**src/rtl/tile_blitter.sv**
```systemverilog
// Tile-to-framebuffer copy engine: streams a TILE_W x TILE_H tile out of a pipelined ROM,
// applies flip/clip/colour-key and writes surviving pixels through a backpressured port.
module tile_blitter #(
    parameter int          TILE_W    = 32,
    parameter int          TILE_H    = 32,
    parameter int          ROM_AW    = 19,
    parameter int          ROM_LAT   = 2,
    parameter int          FB_W      = 640,
    parameter int          FB_H      = 480,
    parameter int          FB_AW     = 19,
    parameter logic [15:0] KEY_COLOR = 16'hF81F
) (
    input  logic              clk,
    input  logic              rstn,
    input  logic              start,
    input  logic [ROM_AW-1:0] tile_addr,
    input  logic [9:0]        top,
    input  logic [9:0]        left,
    input  logic              flip_x,
    input  logic              flip_y,
    input  logic              transp_en,
    output logic              busy,
    output logic              done,
    output logic [ROM_AW-1:0] rom_addr,
    input  logic [15:0]       rom_data,
    output logic [FB_AW-1:0]  dst_addr,
    output logic [15:0]       dst_data,
    output logic              dst_wr,
    input  logic              dst_ready
);

    localparam int CW    = $clog2(TILE_W);
    localparam int RW    = (TILE_H > 1) ? $clog2(TILE_H) : 1;
    localparam int DEPTH = ROM_LAT + 1;
    localparam int PW    = $clog2(DEPTH);
    localparam int CNTW  = $clog2(DEPTH + 1);

    typedef enum logic [1:0] {
        S_IDLE,
        S_RUN,
        S_DRAIN,
        S_DONE
    } state_t;

    state_t state_reg, state_next;

    // Job parameters captured at start; the request inputs are free to change afterwards.
    logic [ROM_AW-1:0] base_reg;
    logic [9:0]        top_reg;
    logic [9:0]        left_reg;
    logic              flip_x_reg;
    logic              flip_y_reg;
    logic              transp_reg;
    logic [CW-1:0]     col_reg;
    logic [RW-1:0]     row_reg;

    logic [CW-1:0]     src_col;
    logic [RW-1:0]     src_row;
    logic [ROM_AW-1:0] read_addr;
    logic [10:0]       dest_x;
    logic [10:0]       dest_y;
    logic              last_pix;
    logic              issue;

    logic [ROM_LAT-1:0] stage_valid;
    logic [10:0]        stage_x [ROM_LAT];
    logic [10:0]        stage_y [ROM_LAT];
    logic [CNTW-1:0]    inflight;

    logic [FB_AW-1:0] fifo_addr [DEPTH];
    logic [15:0]      fifo_data [DEPTH];
    logic             fifo_skip [DEPTH];
    logic [PW-1:0]    wr_ptr_reg;
    logic [PW-1:0]    rd_ptr_reg;
    logic [CNTW-1:0]  fifo_count_reg;

    logic              push;
    logic              pop;
    logic [10:0]       push_x;
    logic [10:0]       push_y;
    logic              push_skip;
    logic [FB_AW-1:0]  push_addr;
    logic              head_valid;
    logic              head_skip;

    function automatic logic [PW-1:0] ptr_inc(input logic [PW-1:0] p);
        return (p == PW'(DEPTH - 1)) ? '0 : p + PW'(1);
    endfunction

    // Source coordinates after mirroring; TILE_W is a power of two so row*TILE_W is a concat.
    assign src_col   = flip_x_reg ? (CW'(TILE_W - 1) - col_reg) : col_reg;
    assign src_row   = flip_y_reg ? (RW'(TILE_H - 1) - row_reg) : row_reg;
    assign read_addr = base_reg + ROM_AW'({src_row, src_col});
    assign dest_x    = 11'(left_reg) + 11'(col_reg);
    assign dest_y    = 11'(top_reg) + 11'(row_reg);
    assign last_pix  = (col_reg == CW'(TILE_W - 1)) && (row_reg == RW'(TILE_H - 1));

    always_comb begin
        inflight = '0;
        for (int i = 0; i < ROM_LAT; i++) begin
            inflight = inflight + CNTW'(stage_valid[i]);
        end
    end

    assign head_valid = (fifo_count_reg != '0);
    assign head_skip  = fifo_skip[rd_ptr_reg];
    assign pop        = head_valid && (head_skip || dst_ready);

    // Credit check: every read in flight plus every queued entry (less the one leaving now)
    // must still fit in the FIFO once this new read lands.
    assign issue = (state_reg == S_RUN) &&
                   ((32'(inflight) + 32'(fifo_count_reg)) < (32'(DEPTH) + 32'(pop)));

    always_ff @(posedge clk or negedge rstn) begin
        if (!rstn) begin
            state_reg <= S_IDLE;
        end else begin
            state_reg <= state_next;
        end
    end

    always_comb begin
        state_next = state_reg;
        busy       = 1'b0;
        done       = 1'b0;
        rom_addr   = '0;
        case (state_reg)
            S_IDLE: begin
                if (start) begin
                    state_next = S_RUN;
                end
            end
            S_RUN: begin
                busy     = 1'b1;
                rom_addr = read_addr;
                if (issue && last_pix) begin
                    state_next = S_DRAIN;
                end
            end
            S_DRAIN: begin
                busy = 1'b1;
                if ((inflight == '0) &&
                    ((fifo_count_reg == '0) || ((fifo_count_reg == CNTW'(1)) && pop))) begin
                    state_next = S_DONE;
                end
            end
            S_DONE: begin
                done       = 1'b1;
                state_next = S_IDLE;
            end
            default: begin
                state_next = S_IDLE;
            end
        endcase
    end

    always_ff @(posedge clk or negedge rstn) begin
        if (!rstn) begin
            base_reg   <= '0;
            top_reg    <= '0;
            left_reg   <= '0;
            flip_x_reg <= 1'b0;
            flip_y_reg <= 1'b0;
            transp_reg <= 1'b0;
            col_reg    <= '0;
            row_reg    <= '0;
        end else if ((state_reg == S_IDLE) && start) begin
            base_reg   <= tile_addr;
            top_reg    <= top;
            left_reg   <= left;
            flip_x_reg <= flip_x;
            flip_y_reg <= flip_y;
            transp_reg <= transp_en;
            col_reg    <= '0;
            row_reg    <= '0;
        end else if (issue) begin
            col_reg <= col_reg + CW'(1);
            if (col_reg == CW'(TILE_W - 1)) begin
                row_reg <= row_reg + RW'(1);
            end
        end
    end

    // Destination tags travel with each read so they meet the ROM word on arrival.
    always_ff @(posedge clk or negedge rstn) begin
        if (!rstn) begin
            stage_valid <= '0;
            for (int i = 0; i < ROM_LAT; i++) begin
                stage_x[i] <= '0;
                stage_y[i] <= '0;
            end
        end else begin
            stage_valid[0] <= issue;
            stage_x[0]     <= dest_x;
            stage_y[0]     <= dest_y;
            for (int i = 1; i < ROM_LAT; i++) begin
                stage_valid[i] <= stage_valid[i-1];
                stage_x[i]     <= stage_x[i-1];
                stage_y[i]     <= stage_y[i-1];
            end
        end
    end

    assign push      = stage_valid[ROM_LAT-1];
    assign push_x    = stage_x[ROM_LAT-1];
    assign push_y    = stage_y[ROM_LAT-1];
    assign push_skip = (32'(push_x) >= 32'(FB_W)) || (32'(push_y) >= 32'(FB_H)) ||
                       (transp_reg && (rom_data == KEY_COLOR));
    assign push_addr = FB_AW'(32'(push_y) * 32'(FB_W) + 32'(push_x));

    always_ff @(posedge clk) begin
        if (push) begin
            fifo_addr[wr_ptr_reg] <= push_addr;
            fifo_data[wr_ptr_reg] <= rom_data;
            fifo_skip[wr_ptr_reg] <= push_skip;
        end
    end

    always_ff @(posedge clk or negedge rstn) begin
        if (!rstn) begin
            wr_ptr_reg     <= '0;
            rd_ptr_reg     <= '0;
            fifo_count_reg <= '0;
        end else begin
            if (push) begin
                wr_ptr_reg <= ptr_inc(wr_ptr_reg);
            end
            if (pop) begin
                rd_ptr_reg <= ptr_inc(rd_ptr_reg);
            end
            case ({push, pop})
                2'b10:   fifo_count_reg <= fifo_count_reg + CNTW'(1);
                2'b01:   fifo_count_reg <= fifo_count_reg - CNTW'(1);
                default: fifo_count_reg <= fifo_count_reg;
            endcase
        end
    end

    // Head of queue drives the write port directly, so it holds steady through stalls.
    assign dst_wr   = head_valid && !head_skip;
    assign dst_addr = dst_wr ? fifo_addr[rd_ptr_reg] : '0;
    assign dst_data = dst_wr ? fifo_data[rd_ptr_reg] : '0;

endmodule

```
**config.mk**
```make
export PLATFORM = sky130hd
export DESIGN_NAME = tile_blitter
export DESIGN_NICKNAME = d
export VERILOG_FILES = /design/src/rtl/tile_blitter.sv
export SDC_FILE = /design/constraint.sdc
export NUM_CORES = 1
export LEC_CHECK = 0
export BUFFER_PORTS_ARGS = -buffer_cell sky130_fd_sc_hd__buf_4
export CORE_MARGIN = 2
export CORE_UTILIZATION = 55
export CTS_CLUSTER_SIZE = 14
export DETAILED_ROUTE_END_ITERATION = 10
export PLACE_DENSITY = 0.81
export REMOVE_ABC_BUFFERS = 1
export SLEW_MARGIN = 20
export SYNTH_ARGS = -nofsm -noshare
export SYNTH_HDL_FRONTEND = slang
export SYNTH_SLANG_ARGS = --single-unit
```
**constraint.sdc**
```tcl
create_clock -name clk -period 4.6 [get_ports clk]
set_clock_uncertainty 0.1 [all_clocks]
set_input_delay 0.23 -clock clk [delete_from_list [all_inputs] [get_ports clk]]
set_output_delay 0.23 -clock clk [all_outputs]
set_load 0.1 [all_outputs]
```
# == Word-level counts from Yosys, hierarchy flattened ==
# Memory sizes are Yosys's and may differ from the RTL's.
# Index checks and enable logic that the tools add are counted.
# word_totals
elab_cells,98
latchBits,0
mem_count,3
reg_bits,106
mem_bits_rw,108
mem_bits_ro,0
# mem_list
name,depth,width,read_ports,rd_clocked_by_memory_dff,write_ports,line_no,text
fifo_addr,3,19,1,0,1,70,logic [FB_AW-1:0] fifo_addr [DEPTH];
fifo_data,3,16,1,0,1,71,logic [15:0] fifo_data [DEPTH];
fifo_skip,3,1,1,0,1,72,logic fifo_skip [DEPTH];
# classes
n_addsub,15
n_div,0
n_bitwise,0
n_eq_ne,14
mul,1
shift,0
order_cmp,3
n_reduce_logical,24
muxes,21
# op_table
op,count
2-to-1 mux 19 bit,2
2-to-1 mux 5 bit,7
adder 10 x 5 -> 11 bit,2
adder 19 x 10 -> 19 bit,1
adder 19 x 11 -> 19 bit,1
"== test 16 bit, second input constant",1
2-to-1 mux 16 bit,1
"multiplier 11 x 3 -> 12 bit, second input constant",1
">= comparator 11 x 10 -> 1 bit, second input constant",1
">= comparator 11 x 9 -> 1 bit, second input constant",1
"adder 5 x 1 -> 5 bit, second input constant",2
"== test 2 bit, second input constant",5
"== test 5 bit, second input constant",2
2-to-1 mux 2 bit,5
"subtractor 5 bit, first input constant",2
logical AND 1 bit,9
case mux 2 bit (4 select lines),1
nonzero test 2 bit,4
"adder 2 x 1 -> 2 bit, second input constant",3
"== test 2 x 1 -> 1 bit, second input constant",3
logical NOT 2 bit,3
logical OR 1 bit,4
2-to-1 mux 1 bit,4
"inequality test 2 bit, second input constant",2
other kinds (11),11

# == Depth between registers and ports, before layout ==
# Gate-level depths: netlist (run 1).
# An unclocked memory read counts as a cell.
# logic_depth
ltp_word,9
mapped_depth,11
depth_no_buf,10

# == Least setup slack after synthesis (run 1) ==
# Ideal clock, no wire load.
# synth_path
kind,flip-flop to output port
start,register flip_x_reg
end,output port rom_addr[6]
slack_ns,0.089
path_stages_with_launch,12
arrival_time_ns,4.181
required_ns,4.270
path_cell_list,dfrtp_1 > clkbuf_1 > xor2_1 > ha_1 > inv_1 > fa_1 > nor2b_1 > o21a_1 > o21ai_0 > a21boi_0 > nor3_1 > nor3b_1
# synth_between
elab_chain_len,3
# synth_rtl
item,line_no,text
start: declaration,51,logic flip_x_reg;
start signal: assignment,171,flip_x_reg <= flip_x;
2-to-1 mux 5 bit,91,assign src_col = flip_x_reg ? (CW'(TILE_W - 1) - col_reg) : col_reg;
adder 19 x 10 -> 19 bit,93,"assign read_addr = base_reg + ROM_AW'({src_row, src_col});"
2-to-1 mux 19 bit,127,case (state_reg)
end: declaration,24,"output logic [ROM_AW-1:0] rom_addr,"
# No other way between the ends.

# == Worst setup path in the final report (run 1) ==
# layout_path
start,register flip_x_reg
end,output port rom_addr[14]
# The elaborated chain is that of the path after synthesis.

==> results.yml, run 1 <==
place:
  post-dp-hpwl_mm: 12.3
  routabilityCongestion: 0.836
  place_ws_ns: 1.47
  buffer_ports.inserted: 118
clock_tree:
  htreeDepth: 1
  clkSinkCount: 214
  cts-root-to-sink-buffers: 3
  cts_buffers: 22
  cts_tree: "built"
  worst_skew_late_latency_ns: 0.49
  post-cts-setup-buffers: 0
  clockRootBuffer: "sky130_fd_sc_hd__clkbuf_16"
  clk_pin_slew_ns: 0.06
route:
  drt-pass1-iter-count: 5
  drt_iter0_drc: 340
  drt.antenna.violating_nets: 0
  routedWlPerCell_um: 15.8
  drt_drc_violations_left: 0
  routed_vias_inst: 5.34
  detailroute.via_count: 6576
  finalWirelength_mm: 19.5
global_route:
  grt_antenna_before_repair: 0
  grt_pass1_vias: 6622
  globalRouteTotalUtil_pct: 20.2
  grt-ovfl-total: 0
  first_pass_grt_wire_length_mm: 31.9
  grt_start_max_net_pins: 73
setup_path:
  critPathMaxStageDelay_ns: 0.48
  cp_slowest_cell: "sky130_fd_sc_hd__dfrtp_1"
  end_kind: "output port"
  crit_path_start_kind: "flip-flop"
  critPathKind: "reg -> out"
  cp_top_family: "compound AO/OA/AOI/OAI gates"
  worst_ep_required_time_ns: 4.27
  crit_arrival_ns: 3.39
  ordered_list_of_cells_on_the_worst_path: "xor2_1 -> ha_1 -> inv_1 -> fa_1 -> nor2b_1 -> o21a_1 -> o21ai_0 -> a211o_1 -> a21oi_1 -> mux2i_1 -> buf_4"
  critical_path.max_fanout: 6
  critical_path.n_buffers_inverters: 2
final_layout:
  largest_register_ffs: 57
  diodes: 0
  n_fill_cell: 1248
  num-nets-final: 1110
  area_delta_synth_final_pct: 24.6
  layout.core_utilization_pct: 69.4
  final_cell_mix: "sky130_fd_sc_hd__buf_4, sky130_fd_sc_hd__edfxtp_1, sky130_fd_sc_hd__dfrtp_1"
  leading_cell_type_in_the_layout_fill_and_taps_excluded: "sky130_fd_sc_hd__buf_4"
  layout-drive-gt1-share_pct: 21.4
logic_synthesis:
  synth-seq-cells: 214
  syn_area_um2: 9980
  synth_top_area_share_pct: 32.5
  syn-mean-instance-area_um2: 12.4
  post_synth_inst_count: 803
  count_of_synthesis_stage_warnings_from_yosys: 0
  seq_area_frac_synth_pct: 59.1
  ys_top_cells_by_area: "sky130_fd_sc_hd__edfxtp_1, sky130_fd_sc_hd__dfrtp_1, sky130_fd_sc_hd__ha_1"
  yosys.area.top_type: "sky130_fd_sc_hd__edfxtp_1"
  number_of_different_library_cells_in_the_post_synthesis_netlist: 50
floorplanning:
  die_h_um: 139
  floorplan.initialDensity_pct: 55.7
  die_area_um2: 19200
  io-pin-count: 119
  core_area_um2: 17900
  fp-row-count: 49
  chipWidth_um: 139
sta:
  final.min_clock_period_ns: 3.72
  finalCritPeriodShare_pct: 80.9
  final_max_slew_viol_count: 0
  finalHoldViolCount: 0
  max_slew_margin_pct: 42.0
  fmax_mhz: 269
  worst_pin_slew_ns: 0.870
  setup_total_negative_slack_ns: 0
  rsz0062_at_grt: "no"
  timing.final.setup_violations: 0
  worst_slack_ns: 0.880
run:
  max_cap_violations: 0
power_and_ir_drop:
  total_leakage_power_nw: 5.57
  ir_drop_mv: 0.489
  powerDensity_nw_per_um2: 574
outcome:
  run_status: "finished, final reports clean"
min_path:
  min_path_type: "in -> reg"
cells by family (layout without fill, tap and decap cells):
| logic type | after synthesis | in the layout | share of synthesized area (%) |
|---|---|---|---|
| multiplexers | 83 | 83 | 8.83 |
| adder cells (fa/ha/maj) | 62 | 62 | 8.23 |
| AO/OA/AOI/OAI | 124 | 124 | 7.39 |
| buffers and inverters | 63 | 262 | 2.45 |
| AND/OR/NAND/NOR | 203 | 203 | 9.28 |
| XOR/XNOR | 54 | 54 | 4.74 |
| flip-flops | 214 | 214 | 59.1 |
report_power, final:
group	switching, mW	leakage (nW)	total [mW]	internal, mW
registers	0.178	2.35	2.70	2.53
clock network	0.705	0.342	1.69	0.989
logic	1.95	2.88	2.74	0.787
timing repair:
item | 4_1_cts | 5_1_grt
setup endpoints to repair | 0 | 0
hold buffers | 59 | 0
hold endpoints to repair | 151 | 0
resized for setup | 0 | 0
worst register-to-register path: cells and delay by family (launching register included):
family	cells	cell delay (ns)
adders and majority gates	3	0.94
xor gates and xnor gates	2	0.39
and+or+nand+nor	4	0.72
DFF	1	0.40
cells in the mapped netlist, drive strengths merged:
cell type  instances
a2111oi            2
a211o              2
a211oi             1
a21boi             3
a21o               7
a21oi             65
a221oi             1
and2               2
and3               4
buf                8
clkbuf            18
dfrtp            106
edfxtp           108
fa                 6
ha                56
inv               37
mux2              40
mux2i             43
nand2             37
nand2b             6
nand3              6
nand4             11
nor2             104
nor2b              4
nor3              14
nor3b              6
nor4               2
nor4bb             1
o2111ai            1
o211ai             2
o21a               3
o21ai             28
o21ba              1
o21bai             5
o221ai             1
o22ai              1
o2bb2ai            1
or2                1
or3                4
or4                1
xnor2             30
xor2              24
routing by layer:
| layer | track usage (%) | routed length [um] |
|---|---|---|
| met1 | 26.6 | 8450 |
| met2 | 35.4 | 9550 |
| met3 | 3.49 | 1160 |
| met4 | 4.57 | 292 |
| met5 | 0 | 0 |
path summary, 6_finish.rpt:
kind	cells after the start	endpoint	start	slack [ns]
max	11	rom_addr[14]	flip_x_reg	0.88
min	3	state_reg[0]	start	0.03
max reg2reg	9	fifo_addr[1][17]	push_y[1]	1.78
min reg2reg	0	push_y[1]	stage_y[12]	0.25
max in group asynchronous	3	base_reg[9]	rstn	3.05
min in group asynchronous	2	base_reg[14]	rstn	0.25
stage by stage:
stage	instance area [um^2]	hold WS, ns	power (mW)	instances
global route	12400	0.0513	7.51	1231
floorplan	9870	-0.166	4.80	777
global placement	11100	0.232	5.35	1131
CTS	12400	0.0323	7.17	1230
detailed placement	11100	0.235	5.41	1131
finish	12400	0.0326	7.14	1231
final cells by class:
cell class	instances	area, um^2	area share (%)
flip-flops and latches	214	5900	47.5
multi-input cells	526	3860	31.0
repair buffers	185	1560	12.5
clock buffers	29	608	4.89
well taps	229	287	2.31
inverters	37	139	1.12
clock inverters	11	83.8	0.675
Note: power is estimated with default switching activity, not from simulation.
==> inputs of run 2 (changes only) <==
Settings changed: CORE_UTILIZATION 55 to 53, PLACE_DENSITY 0.81 to 0.82.
Clock period 4.6 ns to 3.3 ns, I/O delays scaled along.
==> run 2 against run 1 <==
  * The flow now finishes with violations (negative setup slack)
  * Sequential share of layout area shrank 1.1 points
  * Wire length grew 1.1%
  * Register-to-register slack lost 1.3 ns
  * Largest cell class unchanged
==> results.yml, run 2 (synthesized netlist as in run 1, its figures left out) <==
outcome:
  run_status: "complete, but fails checks"
  failed_checks: "negative setup slack"
clock_tree:
  htreeDepth: 1
  clk_pin_slew_ns: 0.06
  clockRootBuffer: "sky130_fd_sc_hd__clkbuf_16"
  clkSinkCount: 214
  cts_buffers: 22
  cts_tree: "built"
  worst_skew_late_latency_ns: 0.49
  cts-root-to-sink-buffers: 3
route:
  drt.antenna.violating_nets: 0
  drt_iter0_drc: 340
  routedWlPerCell_um: 15.8
  drt_drc_violations_left: 0
  detailroute.via_count: 6625
  drt-pass1-iter-count: 5
  finalWirelength_mm: 19.7
  routed_vias_inst: 5.31
floorplanning:
  die_h_um: 141
  floorplan.initialDensity_pct: 53.7
  chipWidth_um: 141
  fp-row-count: 50
  io-pin-count: 119
  core_area_um2: 18600
  die_area_um2: 19900
global_route:
  first_pass_grt_wire_length_mm: 31.3
  grt_start_max_net_pins: 71
  globalRouteTotalUtil_pct: 19.2
  grt-ovfl-total: 0
  grt_antenna_before_repair: 0
  grt_pass1_vias: 6555
setup_path:
  critPathKind: "reg -> out"
  end_kind: "output port"
  critical_path.max_fanout: 6
  worst_ep_required_time_ns: 3.03
  crit_path_start_kind: "flip-flop"
  crit_arrival_ns: 3.11
final_layout:
  num-nets-final: 1121
  area_delta_synth_final_pct: 27.5
  largest_register_ffs: 57
  final_cell_area_um2: 12700
  final_cell_mix: "sky130_fd_sc_hd__buf_4, sky130_fd_sc_hd__edfxtp_1, sky130_fd_sc_hd__nor2_1"
  diodes: 0
  leading_cell_type_in_the_layout_fill_and_taps_excluded: "sky130_fd_sc_hd__buf_4"
  n_fill_cell: 1279
  layout-drive-gt1-share_pct: 24.7
sta:
  finalCritPeriodShare_pct: 102
  final.min_clock_period_ns: 3.37
  rsz0062_at_grt: "yes"
  final_max_slew_viol_count: 0
  max_slew_margin_pct: 45.2
  fmax_mhz: 296
  finalHoldViolCount: 0
  worst_slack_ns: -0.0728
  worst_pin_slew_ns: 0.822
  setup_total_negative_slack_ns: -0.152
  timing.final.setup_violations: 4
place:
  post-dp-hpwl_mm: 12.3
  routabilityCongestion: 0.803
  placement.cell_area_um2: 11100
  buffer_ports.inserted: 118
  place_ws_ns: 0.266
power_and_ir_drop:
  total_leakage_power_nw: 5.66
  powerDensity_nw_per_um2: 794
  ir_drop_mv: 0.662
run:
  max_cap_violations: 0
min_path:
  min_path_type: "in -> reg"
==> run 2: cell count changes in the layout (fill, tap and decap cells not counted), sizes merged <==
cell,before,now
dlygate4sd3,59,61
clkbuf,29,32
clkinv,9,6
clkinvlp,1,2
buf,126,134
==> run 2: repair_timing <==
item	4_1_cts	5_1_grt
setup endpoints to repair	10	12
pin swaps	7	6
hold endpoints to repair	137	0
hold buffers	61	0
gates resized for setup	21	24
setup buffers	6	3
==> run 2: area by class of cell <==
| class | count | area [um^2] | share of cell area [%] |
|---|---|---|---|
| well taps | 234 | 293 | 2.30 |
| multi-input cells | 526 | 3960 | 31.2 |
| inverters | 37 | 139 | 1.09 |
| repair buffers | 196 | 1690 | 13.3 |
| flip-flops and latches | 214 | 5900 | 46.4 |
| clock inverters | 9 | 73.8 | 0.581 |
| clock buffers | 31 | 656 | 5.16 |
==> run 2: power breakdown <==
| part | leakage (nW) | total (mW) | switching (mW) | internal, mW |
|---|---|---|---|---|
| Clock | 0.358 | 2.43 | 0.971 | 1.46 |
| Combinational | 2.95 | 3.90 | 2.77 | 1.13 |
| Sequential | 2.35 | 3.75 | 0.233 | 3.52 |
==> run 2: critical path, stage by stage, from the launching register on <==
cell	delay, ns
sky130_fd_sc_hd__dfrtp_2	0.43
sky130_fd_sc_hd__xor2_1	0.15
sky130_fd_sc_hd__ha_2	0.21
sky130_fd_sc_hd__inv_2	0.04
sky130_fd_sc_hd__fa_2	0.34
sky130_fd_sc_hd__nor2b_2	0.13
sky130_fd_sc_hd__o21a_1	0.16
sky130_fd_sc_hd__o21ai_2	0.09
sky130_fd_sc_hd__a211o_4	0.39
sky130_fd_sc_hd__a21oi_2	0.15
sky130_fd_sc_hd__mux2i_1	0.27
sky130_fd_sc_hd__buf_6	0.26
==> run 2: metrics by stage <==
step	std cells	power (mW)	hold WS [ns]	util (%)
finish	1247	10.1	0.0796	68.4
floorplan	777	6.68	-0.231	-
detailed placement	1137	7.55	0.123	60.0
global placement	1137	7.46	0.111	60.0
CTS	1244	10.1	0.0736	67.8
global route	1247	10.6	0.114	68.4
==> run 2: layer usage <==
layer / track usage, % / part of all wire [%] / vias up
met5: 0 / 0 / -
met4: 3.58 / 2.2 / 0
met3: 3.36 / 5.7 / 35
met2: 34.1 / 50 / 211
met1: 25.1 / 42 / 3153
li1: - / - / 3226
==> run 2: path summary, 6_finish.rpt <==
path / cells after the start / from / slack, ns / to
max: 11 / flip_x_reg / -0.07 / rom_addr[12]
min: 6 / dst_ready / 0.08 / rd_ptr_reg[1]
max reg2reg: 9 / push_y[1] / 0.50 / fifo_addr[2][17]
min reg2reg: 0 / stage_x[17] / 0.24 / push_x[6]
max in group asynchronous: 3 / rstn / 2.23 / stage_y[18]
min in group asynchronous: 2 / rstn / 0.12 / base_reg[12]
